===== src/rtl/lavatory_occupancy_ctrl.sv =====
// Lavatory occupancy controller: synchronises and debounces N lock switches, derives
// availability outputs and runs a per-lavatory overstay timer with acknowledgeable alarm.
module lavatory_occupancy_ctrl #(
  parameter int                 N_LAV      = 3,
  parameter logic [N_LAV-1:0]   MALE_MASK  = 3'b110,
  parameter int                 DEB_CYCLES = 4,
  parameter int                 TIMEOUT    = 1000,
  parameter int                 TW         = $clog2(TIMEOUT + 1)
) (
  input  logic                         clk_2,
  input  logic                         reset_n,
  input  logic [N_LAV-1:0]             lock_raw,
  input  logic                         alarm_ack,
  output logic [N_LAV-1:0]             lock_db,
  output logic                         female_free,
  output logic                         male_free,
  output logic [$clog2(N_LAV+1)-1:0]   n_free,
  output logic [N_LAV-1:0]             overstay,
  output logic                         alarm
);

  localparam int NW = $clog2(N_LAV + 1);
  localparam int DW = $clog2(DEB_CYCLES + 1);

  localparam logic [DW-1:0] DEB_LAST = DW'(DEB_CYCLES - 1);
  localparam logic [TW-1:0] T_MAX    = TW'(TIMEOUT);
  localparam logic [TW-1:0] T_LAST   = TW'(TIMEOUT - 1);

  typedef enum logic [1:0] {
    ST_FREE,
    ST_OCC,
    ST_OVER
  } state_t;

  function automatic logic [TW-1:0] timer_sat_inc(input logic [TW-1:0] t);
    if (t >= T_MAX) return T_MAX;
    return t + TW'(1);
  endfunction

  function automatic logic [NW-1:0] count_ones(input logic [N_LAV-1:0] v);
    logic [NW-1:0] c;
    c = '0;
    for (int k = 0; k < N_LAV; k++) c = c + NW'(v[k]);
    return c;
  endfunction

  for (genvar i = 0; i < N_LAV; i++) begin : g_ch
    logic          sync_p0;
    logic          lock_s;
    logic [DW-1:0] deb_cnt;
    logic          db;
    state_t        state, state_nx;
    logic [TW-1:0] timer, timer_nx;

    // p0/p1: two-flop synchroniser, then debounce and timer state
    always_ff @(posedge clk_2 or negedge reset_n) begin
      if (!reset_n) begin
        sync_p0 <= 1'b0;
        lock_s  <= 1'b0;
        deb_cnt <= '0;
        db      <= 1'b0;
        state   <= ST_FREE;
        timer   <= '0;
      end else begin
        sync_p0 <= lock_raw[i];
        lock_s  <= sync_p0;
        if (lock_s == db) begin
          deb_cnt <= '0;
        end else if (deb_cnt == DEB_LAST) begin
          db      <= ~db;
          deb_cnt <= '0;
        end else begin
          deb_cnt <= deb_cnt + DW'(1);
        end
        state <= state_nx;
        timer <= timer_nx;
      end
    end

    // The overstay transition fires on the cycle the timer would reach TIMEOUT,
    // so the flag appears exactly TIMEOUT cycles after the debounced lock rises.
    always_comb begin
      state_nx = state;
      timer_nx = timer;
      case (state)
        ST_FREE: begin
          timer_nx = '0;
          if (db) begin
            state_nx = ST_OCC;
            timer_nx = TW'(1);
          end
        end
        ST_OCC: begin
          if (!db) begin
            state_nx = ST_FREE;
            timer_nx = '0;
          end else if (timer == T_LAST) begin
            state_nx = ST_OVER;
            timer_nx = T_MAX;
          end else begin
            timer_nx = timer_sat_inc(timer);
          end
        end
        ST_OVER: begin
          timer_nx = T_MAX;
          if (alarm_ack) begin
            if (db) begin
              state_nx = ST_OCC;
              timer_nx = TW'(1);
            end else begin
              state_nx = ST_FREE;
              timer_nx = '0;
            end
          end
        end
        default: begin
          state_nx = ST_FREE;
          timer_nx = '0;
        end
      endcase
    end

    assign lock_db[i]  = db;
    assign overstay[i] = (state == ST_OVER);
  end

  assign female_free = |(~lock_db);
  assign male_free   = |(~lock_db & MALE_MASK);
  assign n_free      = count_ones(~lock_db);
  assign alarm       = |overstay;

endmodule


===== config.mk =====
export PLATFORM = sky130hd
export DESIGN_NAME = lavatory_occupancy_ctrl
export DESIGN_NICKNAME = d
export VERILOG_FILES = /design/src/rtl/lavatory_occupancy_ctrl.sv
export SDC_FILE = /design/constraint.sdc
export NUM_CORES = 1
export LEC_CHECK = 0
export CAP_MARGIN = 30
export CORE_UTILIZATION = 52
export DETAILED_ROUTE_END_ITERATION = 6
export GPL_TIMING_DRIVEN = 1
export PLACE_DENSITY_LB_ADDON = 0.05
export SLEW_MARGIN = 10
export SYNTH_ARGS = -nofsm -noshare
export SYNTH_HDL_FRONTEND = slang
export SYNTH_SLANG_ARGS = --single-unit

===== constraint.sdc =====
create_clock -name clk_2 -period 1.6 [get_ports clk_2]
set_input_delay 0.32 -clock clk_2 [delete_from_list [all_inputs] [get_ports clk_2]]
set_output_delay 0.32 -clock clk_2 [all_outputs]
set_load 0.005 [all_outputs]

==> metrics, run 1 <==
fin crit period=1.74 ns; fmax=roughly 570 MHz; Util after Layout=0.674; CTS tree=built; WP data required=~1.3 ns; number of DRC markers in iteration 0=66; Initial Utilization=0.543; Mapped Area=approximately 2600 sq um; Hold Path Class=register to register; DR vias=roughly 1,900; Die Wd=between 70 and 80 microns; flops & latches, synth=between 50 and 60; residual DRC count=0; status=finished, violations left; Synth Flop Type=dfrtp_1; Clock Pin Slew Worst Setup and Hold Paths=around 0.1 ns; Avg Cell Area, Syn=10.6 sq um; Fillers=roughly 390; DP Wirelength=3310 microns; static leakage=~1.4 nW; CTS buffer count=5; PortBufs=16; crit path kind=register to output pin; worst setup margin=-0.141 ns; num ports=17; Detailed Route WL=around 4700 microns; Syn Inst Count=roughly 240; Layout area overhead=24.1%; CTS root buf=clkbuf_8; setup violators final=3; Final #Nets=310; Max Cap Viol=0; Power Density=1180 nW/um^2; commonest cells after routing, fill and taps aside=dfrtp_1, buf_4, nand2_1; Clock Sinks=54; Die Height=between 70 and 80 microns; Final ANT Viol Nets=0; largest net degree at the start of global routing=55; Netlist cell types=40; CTS Buffer Depth=2; worst path arrival time=roughly 1.4 ns; vias in the first global route=1,831; register area share after synthesis=0.527; commonest non-fill, non-tap cell in the layout=dfrtp_1; share of layout cells above drive strength 1=0.220; DP Worst Slack=-0.139 ns; H-tree Lvls=2; TritonRoute pass-1 iters=4; initial antenna violation count=0; kind of end point of the critical path=output pin; period utilization=1.09; routability cong.=between 0.8 and 0.9; Ant. Diodes=0; later-pin clock latency in the skew report=about 0.3 ns; GRT Resource Usage Total=0.202; global-route wire length before repair=roughly 8100 microns; Worst setup SP type=register; RSZ-0062 raised after global routing=true; num rows=25; crit-path max FO=2; Worst VDD drop=around 0.86 mV; Clock Skew=about 0.0043 ns; Vias per Instance=5.25; final hold violation count=0; die area=roughly 5200 sq um; Remaining Overflow, GRT=0; ys async rst share=1.00; Core ar.=between 4000 and 5000 sq um; Final Max Tran Viols=0; failing checks=negative setup slack; Tightest Pin Transition=roughly 0.30 ns; syn nets=around 260; Routed WL per cell=~13 microns; relative slew slack=0.798; Yosys warnings=0; Post-synth EDFFs=0; post-route setup TNS=-0.305 ns
==> kinds of logic (layout without fill, tap and decap cells) <==
group                      Yosys count  after routing  synth area share
AOI/OAI and AO/OA                   47             47             0.121
xor gates and xnor gates            21             21            0.0717
adders and majority gates           10             10            0.0517
buffers and inverters               22             75            0.0371
DFF                                 54             54             0.527
muxes                                2              2           0.00878
and+or+nand+nor                     86             86             0.182
==> layer usage <==
layer | share of wire | GRT usage | vias to the layer above | wire, microns
li1 | - | - | 948 | -
met1 | 0.49 | 0.274 | 926 | 2330
met2 | 0.48 | 0.327 | 23 | 2260
met3 | 0.027 | 0.0472 | 2 | 127
met4 | 0.0061 | 0.0523 | 0 | 29
met5 | 0 | 0 | - | 0
==> path summary, 6_finish.rpt <==
check	start	to	slack, ns	cells past startpoint
setup / recovery	g_ch[2].db	n_free[0]	-0.14	3
hold / removal	g_ch[2].sync_p0	g_ch[2].lock_s	0.35	0
setup reg to reg	g_ch[1].timer[1]	g_ch[1].timer[0]	0.09	5
hold reg to reg	g_ch[2].sync_p0	g_ch[2].lock_s	0.35	0
max in group asynchronous	reset_n	g_ch[0].deb_cnt[1]	0.83	3
min in group asynchronous	reset_n	g_ch[0].timer[4]	0.52	3
==> report_power, final <==
part	internal, mW	switching (mW)
sequential	1.56	0.132
clock	0.328	0.470
combinational	0.674	0.585
==> state kept, by name, summed over array words and instances, names as in the netlist <==
register and count:
g_ch.db 3, g_ch.deb_cnt 9, g_ch.state 6, g_ch.lock_s 3, g_ch.sync_p0 3, g_ch.timer 30
==> critical path, stage by stage (launching register included) <==
cell	delay (ns)
dfrtp_1	0.42
fa_1	0.55
inv_1	0.04
buf_2	0.12
==> through the flow <==
stage | power (mW) | std cells | hold slack (ns) | instance area, sq um
after floorplan | 2.32 | 242 | 0.0244 | 2580
after global placement | 2.81 | 343 | 0.333 | 2980
after detailed placement | 2.85 | 343 | 0.335 | 2980
after CTS | 3.75 | 360 | 0.359 | 3160
after global routing | 4.02 | 362 | 0.366 | 3180
final | 3.75 | 362 | 0.355 | 3180
==> layout make-up <==
cell class / count / area (sq um) / share of cell area
repair buffers: 53 / 433 / 0.136
flip-flops and latches: 54 / 1350 / 0.425
clock inverters: 3 / 28.8 / 0.00904
well taps: 67 / 83.8 / 0.0263
clock buffers: 5 / 68.8 / 0.0216
inverters: 14 / 52.6 / 0.0165
multi-input cells: 166 / 1160 / 0.366
==> Yosys cell counts (2+ instances only) <==
cell type  instances  area (sq um)
o21a_1             5          37.5
and4_1             4          35.0
o21ai_0            8          40.0
nand3_1           10          50.1
nor3b_1            6          45.0
nor2b_1            8          50.1
ha_1               9           113
a31oi_1            6          37.5
dfrtp_1           54          1350
nand2b_1           2          12.5
inv_1             14          52.6
xor2_1             9          78.8
mux2_2             2          22.5
a21oi_1           16          80.1
and3_1             5          31.3
buf_4              3          22.5
o31ai_1            2          15.0
and2_1             3          18.8
xnor2_1           12           105
nand3b_1           3          22.5
or4_1              2          15.0
nand2_1           16          60.1
clkbuf_1           4          15.0
nor2_1            12          45.0
nor3_1             9          45.0
nand4_1            3          18.8
o22ai_1            2          12.5
==> timing repair <==
item,4_1_cts,5_1_grt
setup endpoints to repair,13,12
hold buffers,1,0
hold endpoints to repair,6,0
buffers inserted,8,2
gates resized for setup,28,9
pin swaps,2,1
Note: power is estimated with default switching activity, not from simulation.
==> inputs of run 2 (changes only) <==
SETUP_SLACK_MARGIN = 0.4   (was default)
==> metrics, run 2 (same netlist as run 1, synthesis figures left out) <==
status=finished, violations left (unchanged); failing checks=negative setup slack (unchanged); routability cong.=0.822 (was 0.812); Die Wd=72.2 microns (unchanged); Core ar.=4720 sq um (unchanged); commonest cells after routing, fill and taps aside=dfrtp_1, buf_4, buf_6 (was dfrtp_1, buf_4, nand2_1); H-tree Lvls=2 (unchanged); Initial Utilization=0.543 (unchanged); RSZ-0062 raised after global routing=true (unchanged); post-route cell area=3940 sq um (was 3180 sq um); Max Cap Viol=0 (unchanged); Hold Path Class=register to register (unchanged); vias in the first global route=2,043 (was 1,831); switching share of power=0.316 (was 0.317); initial antenna violation count=0 (unchanged); Layout area overhead=53.5% (was 24.1%); final hold violation count=0 (unchanged); area post-placement=2990 sq um (was 2980 sq um); commonest non-fill, non-tap cell in the layout=dfrtp_1 (unchanged); period utilization=1.11 (was 1.09); WP data required=1.28 ns (about the same); worst path arrival time=1.46 ns (was 1.42 ns); DR vias=2,180 (was 1,899); Reg power frac=0.345 (was 0.451); crit-path max FO=2 (unchanged); CTS Buffer Depth=2 (unchanged); hold_sp=g_ch[0].sync_p0 (was g_ch[2].sync_p0); share of layout cells above drive strength 1=0.523 (was 0.220); Final Non-Filler Cells=390 (was 362); GRT Resource Usage Total=0.243 (was 0.202); Final Max Tran Viols=0 (unchanged); die area=5220 sq um (unchanged); CP top delay family=adder cells (unchanged); Setup crit start=g_ch[2].db (unchanged); CTS buffer count=5 (unchanged); fmax=561 MHz (was 575 MHz); Power Total=5.03 mW (was 3.75 mW); Detailed Route WL=6800 microns (was 4750 microns); Hold Slack=0.355 ns (about the same); Worst setup SP type=register (unchanged); largest net degree at the start of global routing=38 (was 55); critical path's slowest cell=fa_2 (was fa_1); Final ANT Viol Nets=0 (unchanged); num ports=17 (unchanged); Cell Int Power=3.44 mW (was 2.56 mW); max reg flops=30 (unchanged); TritonRoute pass-1 iters=4 (unchanged); Clock Pin Slew Worst Setup and Hold Paths=0.10 ns (about the same); num rows=25 (unchanged); combinational power share=0.437 (was 0.336); Remaining Overflow, GRT=0 (unchanged); Vias per Instance=5.59 (was 5.25); later-pin clock latency in the skew report=0.31 ns (was 0.30 ns); Ant. Diodes=0 (unchanged); kind of end point of the critical path=output pin (unchanged); CTS root buf=clkbuf_8 (unchanged); post-route setup TNS=-0.320 ns (was -0.305 ns); crit path kind=register to output pin (unchanged); Worst path max stage delay=0.58 ns (was 0.55 ns); static leakage=1.72 nW (was 1.43 nW); Clk pwr share=0.218 (was 0.213); number of DRC markers in iteration 0=111 (was 66); CTS tree=built (unchanged); Tightest Pin Transition=0.430 ns (was 0.301 ns); Clock Sinks=54 (unchanged); Post-Place Cells=335 (was 343); setup violators final=5 (was 3); Die Height=72.2 microns (unchanged); Util after Layout=0.833 (was 0.674); Net Switching=1.59 mW (was 1.19 mW); fin crit period=1.78 ns (was 1.74 ns); worst path cell trace=fa_2 -> inv_2 -> buf_6 (was fa_1 -> inv_1 -> buf_2); Routed WL per cell=17.4 microns (was 13.1 microns); DP Worst Slack=-0.126 ns (was -0.139 ns); Clock Skew=0.0104 ns (was 0.00429 ns); Worst VDD drop=1.26 mV (was 0.863 mV); worst setup margin=-0.181 ns (was -0.141 ns); number of buffers and inverters on the critical path=2 (unchanged); Largest Register=g_ch.timer (unchanged); global-route wire length before repair=9460 microns (was 8100 microns); relative slew slack=0.714 (was 0.798); Final #Nets=338 (was 310); Reg2Reg Launch Point=g_ch[1].timer[0] (was g_ch[1].timer[1]); Power Density=1280 nW/um^2 (was 1180 nW/um^2); DP Wirelength=3350 microns (was 3310 microns); residual DRC count=0 (unchanged); Top Registers=g_ch.timer: 30 flops, g_ch.deb_cnt: 9 flops, g_ch.state: 6 flops (unchanged); PortBufs=16 (unchanged)
-- run 2: changes by cell type in the layout (fill, tap and decap cells not counted), moves of 6 or more --
cell     previous run  this run
buf_6               3        30
a21oi_1            15         7
a21oi_2             1         8
o21ai_0             8         1
nand2_1            16        10
nor3_1              8         2
-- run 2: routing by layer --
layer  share of wire  track usage  wire (microns)  vias up
li1                -            -               -     1000
met1            0.40        0.313            2690     1094
met2            0.54        0.413            3640       65
met3           0.037       0.0458             255       21
met4           0.031       0.0828             214        0
met5               0            0               0        -
-- run 2: path summary, 6_finish.rpt --
kind	to	slack, ns	depth (start not counted)
max	n_free[0]	-0.18	3
min	g_ch[0].lock_s	0.35	0
min reg2reg	g_ch[0].lock_s	0.35	0
max reg2reg	g_ch[1].timer[0]	0.06	5
min in group asynchronous	g_ch[0].timer[3]	0.47	2
max in group asynchronous	g_ch[0].db	0.58	3
-- run 2: area by class of cell --
cell class / instances / area, sq um
inverter: 14 / 57.6
clock inverter: 3 / 68.8
tap: 67 / 83.8
fill: 249 / 787
clock buffer: 5 / 68.8
timing repair buffer: 81 / 751
multi-input combinational: 166 / 1550
sequential: 54 / 1360
-- run 2: timing repair --
item / 4_1_cts / 5_1_grt
setup buffers: 35 / 11
pin swaps: 34 / 17
hold endpoints to repair: 17 / 0
resized for setup: 118 / 45
hold buffers: 1 / 0
endpoints found under the setup margin: 42 / 56
-- run 2: worst reg2reg max path, delay by kind of cell, from the launching register on --
| kind | cells | cell delay [ns] |
|---|---|---|
| AOI/OAI and AO/OA | 2 | 0.45 |
| adders and majority gates | 1 | 0.20 |
| DFF | 1 | 0.40 |
| and+or+nand+nor | 2 | 0.43 |
-- run 2: power groups by stage --
stage | clock [mW] | combinational [mW] | sequential [mW]
floorplan | 0 | 0.600 | 1.75
global placement | 0 | 1.10 | 1.72
detailed placement | 0 | 1.11 | 1.73
CTS | 1.10 | 1.69 | 1.72
global route | 1.16 | 2.34 | 1.75
finish | 1.10 | 2.20 | 1.74
==> inputs of run 3 (changes only) <==
SLEW_MARGIN = default   (was 10)
==> results of run 3 <==
Final layout, timing and power as in run 2 (identical DEF).
==> variant (flow settings as in run 3) <==
Change the parameter `N_LAV` from 3 to 5.
--- a/src/rtl/lavatory_occupancy_ctrl.sv
+++ b/src/rtl/lavatory_occupancy_ctrl.sv
@@ -3,3 +3,3 @@
 module lavatory_occupancy_ctrl #(
-  parameter int                 N_LAV      = 3,
+  parameter int                 N_LAV      = 5,
   parameter logic [N_LAV-1:0]   MALE_MASK  = 3'b110,
Interface: changed (resized lock_db, lock_raw, n_free and overstay); port bits go from 17 to 24. The function was not compared with the original's and may differ.
==> variant against run 3 <==
Die area rose by 64%; wire length rose by 91%; sequential cell count rose by 36; area after synthesis rose by 66%; final area rose by 70%; synthesized cell count rose by 71%; power rose by 46%; setup slack got worse by 0.53 ns; the run ends with hold timing, setup timing left.
==> variant: results (changes against run 3) <==
| Quantity | Reported | Delta |
|:---|:---|:---|
| Result of the run | finished, violations left | unchanged |
| Failing checks | hold timing, setup timing | was setup timing |
| Non-filler cells, final | 662 | was 390 |
| Largest net degree at the start of global routing | 91 | was 38 |
| Dominant cells by area after synthesis | sky130_fd_sc_hd__dfrtp_1, sky130_fd_sc_hd__ha_1, sky130_fd_sc_hd__nand2_1, sky130_fd_sc_hd__xnor2_1, sky130_fd_sc_hd__nor2_1 | was sky130_fd_sc_hd__dfrtp_1, sky130_fd_sc_hd__ha_1, sky130_fd_sc_hd__xnor2_1, sky130_fd_sc_hd__a21oi_1, sky130_fd_sc_hd__xor2_1 |
| Post-synth cell types | 46 | was 40 |
| PnR worst setup slack | -0.7101 ns | was -0.1811 ns |
| Post-Synthesis Net Count | 440 | was 258 |
| End of the worst register-to-register path | g_ch[0].timer[8] | was g_ch[1].timer[0] |
| Layout cells sized above 1 | 51.96% | was 52.32% |
| Final setup violating endpoints | 5 | unchanged |
| Via-to-Cell Ratio | 5.785 | was 5.590 |
| Area share of the leading cell type in the synthesized netlist | 52.86% | was 52.68% |
| Startpoint of the lowest-slack register-to-register path | g_ch[0].timer[1] | was g_ch[1].timer[0] |
| Mean routed wirelength per cell | 19.63 µm | was 17.44 µm |
| Worst-case hold slack | -0.04185 ns | was 0.3550 ns |
| GRT Util Overall | 26.34% | was 24.28% |
| Instance area at placement | 0.004930 mm² | was 0.002988 mm² |
| Worst IR Drop VDD | 1.315 mV | was 1.260 mV |
| Largest registers | g_ch.timer x50, g_ch.deb_cnt x15, g_ch.state x10 | was g_ch.timer x30, g_ch.deb_cnt x9, g_ch.state x6 |
| Source-to-sink clock delay at the later pin of the worst-skew pair | 0.36 ns | was 0.31 ns |
| Hold violation count in the final report | 10 | was 0 |
| Transition time at the pin with the least slew margin | 0.5014 ns | was 0.4296 ns |
| Hold/Removal Path Class | input pin to async pin | was register to register |
| Count of input and output buffers | 23 | was 16 |
| CP arrival | 1.99 ns | was 1.46 ns |
## variant: layer usage
metal  share of wire [%]  vias to the layer above  track usage (%)
met5                   0                        -                0
met1                  41                     1948            34.08
met4                 2.8                        0            9.896
li1                    -                     1707                -
met2                  52                      138            43.89
met3                 4.4                       37            5.172
## variant: power breakdown
group	switching (µW)	internal, µW	leakage, µW
combinational	1420	1540	0.00160
sequential	257	2590	0.00119
clock	797	754	0.0000962
## variant: cell type report
cell class / count / area (µm²)
multi-input combinational: 293 / 2703
sequential: 90 / 2258
timing repair buffer: 140 / 1325
fill: 367 / 1119
clock buffer: 12 / 145.1
tap: 102 / 127.6
inverter: 21 / 82.58
clock inverter: 3 / 40.04
timing repair inverter: 1 / 7.507
## variant: how the worst max path moves through the flow
| stage | start | endpoint | slack, ns | cells after the start |
|---|---|---|---|---|
| floorplan | g_ch[0].db | n_free[1] | -0.29 | 4 |
| global placement | g_ch[1].db | n_free[1] | -0.70 | 5 |
| detailed placement | g_ch[1].db | n_free[1] | -0.74 | 5 |
| CTS | g_ch[0].db | n_free[1] | -0.76 | 5 |
| global route | g_ch[3].db | n_free[1] | -0.80 | 5 |
| finish | g_ch[0].db | n_free[1] | -0.71 | 5 |
## variant: cells by family after synthesis
kind of cell | after synthesis | synth area share, %
buffers and inverters | 30 | 3.143
adders and majority gates | 19 | 5.932
DFF | 90 | 52.86
xor gates and xnor gates | 30 | 6.167
AOI/OAI and AO/OA | 71 | 10.66
and+or+nand+nor | 169 | 20.26
muxes | 4 | 0.9692
## variant: critical path, stage by stage, from the launching register on
cell	delay [ns]
sky130_fd_sc_hd__dfrtp_2	0.42
sky130_fd_sc_hd__inv_2	0.06
sky130_fd_sc_hd__fa_1	0.43
sky130_fd_sc_hd__fa_2	0.37
sky130_fd_sc_hd__ha_4	0.28
sky130_fd_sc_hd__buf_6	0.08
## variant: metrics by stage
stage / TNS (ns) / setup slack (ns)
after floorplan: -0.6808 / -0.2925
after detailed placement: -2.280 / -0.7421
final: -2.288 / -0.7101
after global routing: -2.743 / -0.7965
after CTS: -2.391 / -0.7581
after global placement: -2.053 / -0.7044
## variant: repair_timing
item                       CTS  global route
gates cloned                 1             0
buffers inserted            53            34
resized for setup          171           108
setup endpoints to repair   66            81
pin swaps                   42            46
